## src/rtl/alu_share_arbiter.sv

```systemverilog
// Round-robin share of one external combinational ALU between two valid/ready requesters.
// Latency: accept edge -> one EXEC cycle -> rsp_valid raised on the following edge; 3 cycles per op minimum.
// Backpressure: response held until rsp_ready of the granted requester; no new accept outside IDLE.
module alu_share_arbiter #(
    parameter int WIDTH = 32
) (
    input  logic               clk,
    input  logic               rst_n,
    input  logic [1:0]         req_valid,
    output logic [1:0]         req_ready,
    input  logic [2*WIDTH-1:0] req_a,
    input  logic [2*WIDTH-1:0] req_b,
    input  logic [5:0]         req_op,
    output logic [1:0]         rsp_valid,
    input  logic [1:0]         rsp_ready,
    output logic [WIDTH-1:0]   rsp_data,
    output logic               rsp_zero,
    output logic [WIDTH-1:0]   alu_srca,
    output logic [WIDTH-1:0]   alu_srcb,
    output logic [2:0]         alu_ctrl,
    input  logic [WIDTH-1:0]   alu_result,
    input  logic               alu_zero,
    output logic               busy
);
    typedef enum logic [1:0] {IDLE, EXEC, RESP} state_t;

    state_t             state_q, state_d;
    logic               grant_q, grant_d;
    logic               last_grant_q, last_grant_d;
    logic [WIDTH-1:0]   alu_srca_q, alu_srca_d;
    logic [WIDTH-1:0]   alu_srcb_q, alu_srcb_d;
    logic [2:0]         alu_ctrl_q, alu_ctrl_d;
    logic [WIDTH-1:0]   rsp_data_q, rsp_data_d;
    logic               rsp_zero_q, rsp_zero_d;
    logic [1:0]         rsp_valid_q, rsp_valid_d;
    logic               win;
    logic               any_req;

    always_comb begin
        any_req = |req_valid;
        // Contention goes to whoever was not served last; a sole requester always wins.
        win     = (&req_valid) ? ~last_grant_q : req_valid[1];

        req_ready = 2'b00;
        if (rst_n && (state_q == IDLE) && any_req) begin
            req_ready = 2'b01 << win;
        end

        state_d      = state_q;
        grant_d      = grant_q;
        last_grant_d = last_grant_q;
        alu_srca_d   = alu_srca_q;
        alu_srcb_d   = alu_srcb_q;
        alu_ctrl_d   = alu_ctrl_q;
        rsp_data_d   = rsp_data_q;
        rsp_zero_d   = rsp_zero_q;
        rsp_valid_d  = rsp_valid_q;

        case (state_q)
            IDLE: begin
                if (any_req) begin
                    grant_d    = win;
                    alu_srca_d = win ? req_a[WIDTH +: WIDTH] : req_a[0 +: WIDTH];
                    alu_srcb_d = win ? req_b[WIDTH +: WIDTH] : req_b[0 +: WIDTH];
                    alu_ctrl_d = win ? req_op[5:3] : req_op[2:0];
                    state_d    = EXEC;
                end
            end
            EXEC: begin
                rsp_data_d  = alu_result;
                rsp_zero_d  = alu_zero;
                rsp_valid_d = 2'b01 << grant_q;
                state_d     = RESP;
            end
            RESP: begin
                if (rsp_ready[grant_q]) begin
                    rsp_valid_d  = 2'b00;
                    last_grant_d = grant_q;
                    state_d      = IDLE;
                end
            end
            default: state_d = IDLE;
        endcase
    end

    always_ff @(posedge clk or negedge rst_n) begin
        if (!rst_n) begin
            state_q      <= IDLE;
            grant_q      <= 1'b0;
            last_grant_q <= 1'b1;
            alu_srca_q   <= '0;
            alu_srcb_q   <= '0;
            alu_ctrl_q   <= 3'b000;
            rsp_data_q   <= '0;
            rsp_zero_q   <= 1'b0;
            rsp_valid_q  <= 2'b00;
        end else begin
            state_q      <= state_d;
            grant_q      <= grant_d;
            last_grant_q <= last_grant_d;
            alu_srca_q   <= alu_srca_d;
            alu_srcb_q   <= alu_srcb_d;
            alu_ctrl_q   <= alu_ctrl_d;
            rsp_data_q   <= rsp_data_d;
            rsp_zero_q   <= rsp_zero_d;
            rsp_valid_q  <= rsp_valid_d;
        end
    end

    assign rsp_valid = rsp_valid_q;
    assign rsp_data  = rsp_data_q;
    assign rsp_zero  = rsp_zero_q;
    assign alu_srca  = alu_srca_q;
    assign alu_srcb  = alu_srcb_q;
    assign alu_ctrl  = alu_ctrl_q;
    assign busy      = (state_q != IDLE);

endmodule

```

## config.mk

```make
export PLATFORM = sky130hd
export DESIGN_NAME = alu_share_arbiter
export DESIGN_NICKNAME = d
export VERILOG_FILES = /design/src/rtl/alu_share_arbiter.sv
export SDC_FILE = /design/constraint.sdc
export NUM_CORES = 1
export LEC_CHECK = 0
export CORE_ASPECT_RATIO = 0.8
export CORE_UTILIZATION = 35
export DETAILED_ROUTE_END_ITERATION = 12
export PLACE_DENSITY = 0.72
export SLEW_MARGIN = 10
export SYNTH_ARGS = -nofsm -noshare
export SYNTH_HDL_FRONTEND = slang
export SYNTH_SLANG_ARGS = --single-unit
```

## constraint.sdc

```tcl
create_clock -name clk -period 4.1 [get_ports clk]
set_input_delay 0.82 -clock clk [delete_from_list [all_inputs] [get_ports clk]]
set_output_delay 0.82 -clock clk [all_outputs]
set_load 0.05 [all_outputs]
```

==> summary.md <==
| Metric | Value |
|---|---|
| Synth Instances | 390 |
| Initial Utilization | 35.9% |
| Input/output buffers | around 280 |
| # clock sinks | roughly 110 |
| Final setup vio count | 0 |
| CP Capture Type | output port |
| Vias per cell | 4.59 |
| DR iter-0 viols | 93 |
| Fin. Hold Viols | 0 |
| CTS root buffer | clkbuf_16 |
| DRC Markers | 0 |
| Final net count | 833 |
| Setup_tns | 0 ns |
| R2r setup slk | 1.49 ns |
| GPL Wtd Cong | between 0.7 and 0.8 |
| Wirelength per Cell | 15.5 um |
| Max_cap viols | 0 |
| Worst-path fanout max | 2 |
| Layout cell share with drive strength beyond 1 | 24.4% |
| Outcome | finished, final reports clean |
| Clk slew on worst S/H paths | 0.07 ns |
| Clock Skew | 0.00390 ns |
| Area leader, netlist | dfrtp_1 |
| Worst-skew pair later-pin latency | about 0.34 ns |
| DRT antenna net count | 0 |
| Core ar. | approximately 15,000 um^2 |
| Syn_nets | 563 |
| Worst EP arrival | between 2 and 3 ns |
| Post-detail-place hpwl | 9860 um |
| Placed cells | 838 |
| Worst-Margin Slew | 0.780 ns |
| Post-Route WL | 13,200 um |
| N_diodes | 0 |
| Ys async rst share | 100% |
| Antenna violations before repair | 0 |
| PwrDens | 876 nW/um^2 |
| Clock Path Buffers | 2 |
| Io pins | 278 |
| Number of global-route vias before repair | approximately 4k |
| Critical-path top delay cell | clkdlybuf4s50_1 |
| Tmin final | 3.34 ns |
| Placement-stage cell area | 8270 um^2 |
| WP data required | 3.28 ns |
| Grt total ovfl | 0 |
| Area Overhead vs Synth | 59.2% |
| Post-CTS resize count | 0 |
| Post-synthesis register bit count | 106 |
| Period utilisation layout | about four fifths |
| Total track usage | 16.7% |
| # Post-CTS Setup Buffers | 0 |
| VDD IR max | 476 uV |
| First-pass GRT wire length | approximately 21,000 um |
| Dominant cells by area after synthesis | dfrtp_1 (49%), mux2_4 (37%), nand2_1 (7.0%) |
| Syn Area/Cell | between 10 and 15 um^2 |
| Die Wd | 141 um |
| Post-synth top flop | dfrtp_1 |
| CTS Hold Bufs | 0 |
| Fill cells | 1,201 |
| Yosys warning total | 0 |
| Synth top area share | 48.8% |
| Synth cell types | 24 |
| Setup Crit Path Kind | in -> out |
| Fin. max-slew vios | 0 |
| Crit-path cells | clkdlybuf4s50_1 > a21bo_4 > nor3_1 > clkdlybuf4s50_1 |
| First-pass DRT Iterations | 4 |
| Cell Area, Synth | 5390 um^2 |
| Worst min path class | reg -> reg |
| TritonCTS clock tree | done |
| RSZ-0062 raised after global routing | false |
| Die area | 15,900 um^2 |
| EDFF count, synth | 0 |
| Cell Rows | 40 |
| Worst Setup Start Kind | input pin |
| Num CTS Buffers | 9 |
| Die Y | 113 um |
| Final cell count without fillers | 853 |
| Post-synth top cells | mux2_4 (134), dfrtp_1 (105), nand2_1 (101) |
| Count leader, synth | mux2_4 |
| Max Fclk | 299 MHz |
| CP max stage delay | approximately 0.83 ns |
| Largest net degree at the start of global routing | 60 |
| Buffers & Inverters on Critical Path | 2 |
| Slew headroom | 48.0% |
| Via Count | 3,915 |
| Crit path top cell by count | clkdlybuf4s50_1 |
| Seq/Total Area, Yosys | a little under 50% |
| Final instance area | 8580 um^2 |
| Cell family with the largest share of critical-path delay | buffers and inverters |
| H-tree depth | 3 |
| Pleak | 3.95 nW |
metal layers:
layer / vias to the layer above / track usage (%) / part of all wire (%)
met5: - / 0 / 0
met4: 0 / 7.32 / 2.2
met3: 21 / 5.12 / 7.9
met2: 180 / 28.6 / 49
met1: 1865 / 19.3 / 40
li1: 1849 / - / -
area by class of cell:
cell class	count	area [um^2]	share of cell area, %
clock inverters	4	51.3	0.598
flip-flops and latches	106	2650	30.9
multi-input cells	256	2540	29.7
clock buffers	11	253	2.95
well taps	189	236	2.76
inverters	4	15.0	0.175
repair buffers	283	2830	32.9
worst paths after layout:
| path | cells past startpoint | endpoint | start |
|---|---|---|---|
| setup / recovery | 4 | req_ready[1] | req_valid[1] |
| max in group asynchronous | 3 | alu_srcb[4] | rst_n |
| hold / removal | 2 | rsp_data[15] | rsp_data[15] |
| min in group asynchronous | 2 | alu_srca[9] | rst_n |
| hold reg to reg | 2 | rsp_data[15] | rsp_data[15] |
| setup reg to reg | 5 | alu_srca[24] | last_grant_q |
cells by family after synthesis:
family | synth area share, %
and+or+nand+nor | 7.99
buffers and inverters | 3.95
DFF | 49.3
AOI/OAI and AO/OA | 1.46
muxes | 37.3
report_power, final:
part	total, mW	switching [mW]	internal, mW
clock network	0.878	0.375	0.503
logic	4.72	2.78	1.94
registers	1.91	0.323	1.59
tightest hold or removal path, cell delays in order (launching register included):
cell and delay, ns:
dfrtp_1 0.34, nand2_1 0.05, nand2_1 0.06
flip-flops by register name, summed over array words and instances, names as in the netlist:
register and count:
alu_srcb 32, alu_srca 32, rsp_data 32, rsp_valid 2, alu_ctrl 3, last_grant_q 1
grant_q 1, state_q 2, rsp_zero 1
through the flow:
step                utilization [%]  worst slack [ns]  power [mW]  hold WS, ns
floorplan                         -             0.930        5.17        0.509
global placement               55.1             0.716        6.61        0.457
detailed placement             55.1             0.645        6.68        0.462
CTS                            57.1             0.762        7.59        0.480
global route                   57.1             0.689        7.85        0.494
finish                         57.1             0.755        7.51        0.475
placed cells by master, fill, tap and decap left out:
cell type / count
a311oi_1: 1
clkbuf_8: 2
a221oi_1: 1
a21oi_1: 5
nand2b_2: 1
dfstp_2: 1
clkbuf_16: 9
mux2_4: 134
nor3_1: 1
buf_4: 7
bufinv_16: 1
dfrtp_1: 105
clkinvlp_4: 1
o22ai_1: 1
nand3b_1: 1
a21o_1: 1
a21bo_4: 1
clkdlybuf4s50_1: 275
nor2_1: 2
nand2_1: 101
o21ai_0: 1
buf_12: 1
and3_1: 1
nor2b_1: 2
clkinv_4: 1
nor2b_4: 1
clkinv_2: 1
o21a_4: 1
inv_1: 4
Power figures use the tool's default switching activity.
